**config.mk**
```make
export PLATFORM = sky130hd
export DESIGN_NAME = xor_bist_ctrl
export DESIGN_NICKNAME = d
export VERILOG_FILES = /design/src/rtl/xor_bist_ctrl.sv
export SDC_FILE = /design/constraint.sdc
export NUM_CORES = 1
export LEC_CHECK = 0
export BUFFER_PORTS_ARGS = -buffer_cell sky130_fd_sc_hd__buf_4
export CAP_MARGIN = 10
export CORE_MARGIN = 4
export CORE_UTILIZATION = 49
export DETAILED_ROUTE_END_ITERATION = 16
export PLACE_DENSITY_LB_ADDON = 0.2
export SYNTH_ARGS = -nofsm -noshare
export SYNTH_HDL_FRONTEND = slang
export SYNTH_SLANG_ARGS = --single-unit
```
**constraint.sdc**
```tcl
create_clock -name clk -period 1.8 [get_ports clk]
set_input_delay 0.18 -clock clk [delete_from_list [all_inputs] [get_ports clk]]
set_output_delay 0.18 -clock clk [all_outputs]
set_load 0.005 [all_outputs]
```
**src/rtl/xor_bist_ctrl.sv**
```systemverilog
// Self-test sequencer for the lab XOR datapath: sweeps all {a,b} vectors, samples c
// after a fixed latency and accumulates a saturating mismatch count over several passes.
//
// state | meaning
// IDLE  | waiting for start, dut_a/dut_b held low, last results retained
// RUN   | sweeping vectors, one sample per LATENCY cycles
// DONE  | results valid, waiting for start (rerun) or abort (back to IDLE)
module xor_bist_ctrl #(
    parameter int LATENCY = 1,
    parameter int PASSES  = 1,
    parameter int ERR_W   = 8
) (
    input  logic             clk,
    input  logic             rst_n,
    input  logic             start,
    input  logic             abort,
    output logic             dut_a,
    output logic             dut_b,
    input  logic             dut_c,
    output logic             busy,
    output logic             done,
    output logic             pass,
    output logic [ERR_W-1:0] err_cnt,
    output logic             first_err_valid,
    output logic [1:0]       first_err_vec
);

    typedef enum logic [1:0] {IDLE = 2'd0, RUN = 2'd1, DONE = 2'd2} state_t;

    state_t           state, state_nxt;
    logic [3:0]       lat_cnt, lat_nxt;
    logic [7:0]       pass_cnt, pass_nxt;
    logic [1:0]       vec_idx, vec_nxt;
    logic [ERR_W-1:0] err_nxt;
    logic             fv_nxt;
    logic [1:0]       fev_nxt;
    logic [1:0]       ab_nxt;
    logic             tc, last_smp, mismatch, launch;

    // Terminal count: this edge is the one where the down-counter would reach zero.
    assign tc       = (lat_cnt == 4'd1);
    assign last_smp = tc && (vec_idx == 2'd3) && (pass_cnt == 8'(PASSES - 1));
    assign mismatch = (dut_c !== (dut_a ^ dut_b));
    assign launch   = (state != RUN) && (state_nxt == RUN);

    always_ff @(posedge clk or negedge rst_n) begin
        if (!rst_n) begin
            state           <= IDLE;
            lat_cnt         <= '0;
            pass_cnt        <= '0;
            vec_idx         <= '0;
            err_cnt         <= '0;
            first_err_valid <= 1'b0;
            first_err_vec   <= 2'b00;
            dut_a           <= 1'b0;
            dut_b           <= 1'b0;
            busy            <= 1'b0;
            done            <= 1'b0;
            pass            <= 1'b0;
        end else begin
            state           <= state_nxt;
            lat_cnt         <= lat_nxt;
            pass_cnt        <= pass_nxt;
            vec_idx         <= vec_nxt;
            err_cnt         <= err_nxt;
            first_err_valid <= fv_nxt;
            first_err_vec   <= fev_nxt;
            dut_a           <= ab_nxt[1];
            dut_b           <= ab_nxt[0];
            busy            <= (state_nxt == RUN);
            done            <= (state_nxt == DONE);
            pass            <= (state_nxt == DONE) && (err_nxt == '0);
        end
    end

    always_comb begin
        state_nxt = state;
        case (state)
            IDLE: begin
                if (!abort && start) state_nxt = RUN;
            end
            RUN: begin
                if (abort)         state_nxt = IDLE;
                else if (last_smp) state_nxt = DONE;
            end
            DONE: begin
                if (abort)      state_nxt = IDLE;
                else if (start) state_nxt = RUN;
            end
            default: state_nxt = IDLE;
        endcase
    end

    always_comb begin
        lat_nxt  = lat_cnt;
        pass_nxt = pass_cnt;
        vec_nxt  = vec_idx;
        err_nxt  = err_cnt;
        fv_nxt   = first_err_valid;
        fev_nxt  = first_err_vec;
        if (launch) begin
            lat_nxt  = 4'(LATENCY);
            pass_nxt = '0;
            vec_nxt  = '0;
            err_nxt  = '0;
            fv_nxt   = 1'b0;
            fev_nxt  = 2'b00;
        end else if (state == RUN && !abort) begin
            if (tc) begin
                lat_nxt = 4'(LATENCY);
                vec_nxt = vec_idx + 2'd1;
                if (vec_idx == 2'd3) pass_nxt = pass_cnt + 8'd1;
                if (mismatch) begin
                    if (err_cnt != {ERR_W{1'b1}}) err_nxt = err_cnt + ERR_W'(1);
                    if (!first_err_valid) begin
                        fv_nxt  = 1'b1;
                        fev_nxt = {dut_a, dut_b};
                    end
                end
            end else begin
                lat_nxt = lat_cnt - 4'd1;
            end
        end
        // Counters are parked at zero whenever no sweep is active.
        if (state_nxt != RUN) begin
            lat_nxt  = '0;
            pass_nxt = '0;
            vec_nxt  = '0;
        end
        ab_nxt = (state_nxt == RUN) ? vec_nxt : 2'b00;
    end

endmodule

```
==> flow_summary.json <==
{
  "status": "finished with violations",
  "violations": "negative setup slack",
  "synthMuxAreaShare": 0.0181,
  "finalCriticalPeriod_ns": 1.94,
  "grt_overflow": 0,
  "clock_skew_ns": 0.0111,
  "synth_top_area_share": 0.452,
  "syn-num-nets": 186,
  "die_w_um": 66.2,
  "drt_iter0_drc": 121,
  "place.gp.congestion": 0.952,
  "path_max_fanout": 6,
  "criticalPathCategory": "reg -> reg",
  "total_power_w": 0.00148,
  "clkTransAtPathRegs_ns": 0.10,
  "hold_end": "done",
  "maxCapViolations": 0,
  "async_flop_share": 1.00,
  "synth_xor_area_frac": 0.0369,
  "synth_seq_cells": 30,
  "grt_pass1_wl_um": 7090,
  "initial_core_util": 0.527,
  "worstHoldPathCells": 2,
  "hpwl_um": 3050,
  "required_ns": 2.02,
  "worstRegToRegCells": 6,
  "path_cells": "ha_4, xor2_4, and3_2, a41oi_2, a311oi_2, a2111oi_2",
  "diodes": 0,
  "synth_common_cells": "dfrtp_1, nor2_1, a21oi_1",
  "root_buffer": "clkbuf_4",
  "drtAntennaViolNets": 0,
  "grt_max_degree": 31,
  "synthSimpleGateAreaFrac": 0.279,
  "synth.area.top_cells": "dfrtp_1, nor2_1, a21oi_1",
  "grtUsageTotal": 0.215,
  "vias": 1615,
  "numCtsBuffers": 5,
  "clk_latency_ns": 0.33,
  "drt-total-wl_um": 4520,
  "synth_compound_area_frac": 0.133,
  "synth.avg_cell_area_um2": 9.49,
  "design.core.area_um2": 3150,
  "finalNetCount": 251,
  "synth_top_family_by_area": "simple AND/OR/NAND/NOR gates",
  "antenna_found_initial": 0,
  "slew_violations": 0,
  "hold_viol_final": 0,
  "fin_ws_ns": -0.142,
  "yosysMostFrequentCell": "dfrtp_1",
  "final_area_um2": 2430,
  "seq_area_frac_synth": 0.452,
  "p_switching_w": 0.000386,
  "yosysTopAreaCell": "dfrtp_1",
  "die_area_um2": 4390,
  "min_from": "abort",
  "numPortBuffers": 20,
  "cts_max_level": 2,
  "rsz0062_at_grt": "yes",
  "synth_flop_cell": "dfrtp_1",
  "pwr-share-seq": 0.479,
  "p_clk_frac": 0.353,
  "drt_pre_antenna_iters": 4,
  "p_per_area_nw_per_um2": 610,
  "finalSetupViolCount": 2,
  "pwr-share-comb": 0.168,
  "syn_area_um2": 1660,
  "p_int_w": 0.00110,
  "synth_edf_count": 0,
  "max_slew_margin": 0.738,
  "syn_to_final_growth_pct": 46.2,
  "peakVddDrop_uv": 438,
  "yosysUniqueCellTypes": 38,
  "arrival_ns": 2.16,
  "nFillCells": 226,
  "grt_pass1_vias": 1561,
  "cp_slowest_cell": "dfrtp_1",
  "die_h_um": 66.2,
  "yosys_warnings": 0,
  "cts_buffer_depth": 2,
  "drt_drc_violations_left": 0,
  "finalCritPeriodShare": 1.08,
  "critPathLaunchType": "flop",
  "critical_path.max_stage_delay_ns": 0.42,
  "via_per_inst": 5.67,
  "cts_tree": "yes",
  "r2r_end": "pass",
  "final.setup.tns_ns": -0.164,
  "max_freq_ghz": 0.515,
  "worstMarginPinSlew_ns": 0.389,
  "syn_inst": 175,
  "drive_gt1_frac": 0.419,
  "num_io_pins": 21,
  "cts_sinks": 30,
  "leakage_nw": 1.09,
  "final_core_util": 0.770,
  "avgRoutedWirePerCell_um": 15.8,
  "min_path_type": "in -> reg",
  "postPlaceCellArea_um2": 2120,
  "num_rows": 20,
  "synth_fa_ha_area_frac": 0.0452,
  "r2r_start": "vec_idx[0]",
  "swShare": 0.260,
  "r2r_slack_ns": -0.14,
  "crit_path_end_kind": "flop"
}
layout by cell type (no fill, tap or decap), types with 3 or more instances in the layout:
cell type | netlist | routed
buf_4 | 1 | 61
dfrtp_1 | 30 | 30
nor2_1 | 26 | 24
a21oi_1 | 16 | 12
nand2_1 | 11 | 11
nand3_1 | 8 | 7
nor3_1 | 8 | 7
inv_1 | 7 | 6
clkbuf_4 | 0 | 5
a21oi_2 | 0 | 4
nand4_1 | 4 | 4
ha_1 | 6 | 4
xnor2_1 | 4 | 3
o21ai_0 | 6 | 3
or3_1 | 3 | 3
o21ai_1 | 0 | 3
mux2i_1 | 3 | 3
power groups by stage:
stage          combinational [W]  sequential, W  clock (W)
6_report                0.000249       0.000710   0.000523
5_1_grt                 0.000273       0.000714   0.000566
4_1_cts                 0.000225       0.000710   0.000538
3_5_place_dp            0.000201       0.000720          0
3_3_place_gp            0.000192       0.000718          0
2_1_floorplan           0.000107       0.000720          0
how the worst max path moves through the flow:
| stage | start | end | slack [ns] | cells after the start |
|---|---|---|---|---|
| finish | vec_idx[0] | pass | -0.14 | 6 |
| global route | lat_cnt[1] | pass | -0.25 | 8 |
| CTS | pass_cnt[1] | pass | -0.12 | 8 |
| detailed placement | lat_cnt[1] | pass | -0.17 | 7 |
| global placement | pass_cnt[1] | pass | -0.12 | 8 |
| floorplan | vec_idx[0] | pass | -0.08 | 7 |
state kept, by name, summed over array words and instances (netlist names):
name	cells
first_err_valid	1
busy	1
pass_cnt	8
first_err_vec	2
pass	1
dut_a	1
state	2
lat_cnt	4
err_cnt	8
vec_idx	1
done	1
per-stage QoR:
| step | setup slack, ns | hold WS, ns | std cells |
|---|---|---|---|
| finish | -0.142 | 0.0549 | 285 |
| CTS | -0.120 | 0.0386 | 276 |
| global route | -0.247 | 0.0257 | 285 |
| floorplan | -0.0783 | -0.116 | 175 |
| global placement | -0.118 | 0.128 | 264 |
| detailed placement | -0.169 | 0.137 | 264 |
layout make-up:
type,instances,area (um^2),area share
Timing Repair Buffer,64,490,0.202
Clock buffer,5,37.5,0.0155
Multi-Input combinational cell,132,1030,0.423
Tap cell,44,55.1,0.0227
Sequential cell,30,751,0.309
Inverter,7,26.3,0.0108
Clock inverter,3,40.0,0.0165
critical path, delay by kind of cell (launching register included):
family,cells,cell delay (ns)
DFF,1,0.42
and+or+nand+nor,1,0.28
xor gates and xnor gates,1,0.19
AOI/OAI and AO/OA,3,0.68
adders and majority gates,1,0.28
layer usage:
metal,vias to the layer above,global-route usage,part of all wire
li1,758,-,-
met4,0,0.0990,0.026
met1,791,0.263,0.44
met2,53,0.348,0.49
met3,13,0.0629,0.049
met5,-,0,0
timing repair:
| action | CTS | global route |
|---|---|---|
| hold buffers | 1 | 0 |
| pin swaps | 8 | 10 |
| setup endpoints to repair | 15 | 20 |
| buffers inserted | 2 | 9 |
| cloned | 1 | 1 |
| gates resized for setup | 17 | 14 |
| hold endpoints to repair | 30 | 0 |
cell families after synthesis:
group,Yosys count
compound gates,34
xor+xnor,7
fa+ha+maj,6
buf+inv,14
flops,30
mux,3
simple gates,81
Power figures use the tool's default switching activity.
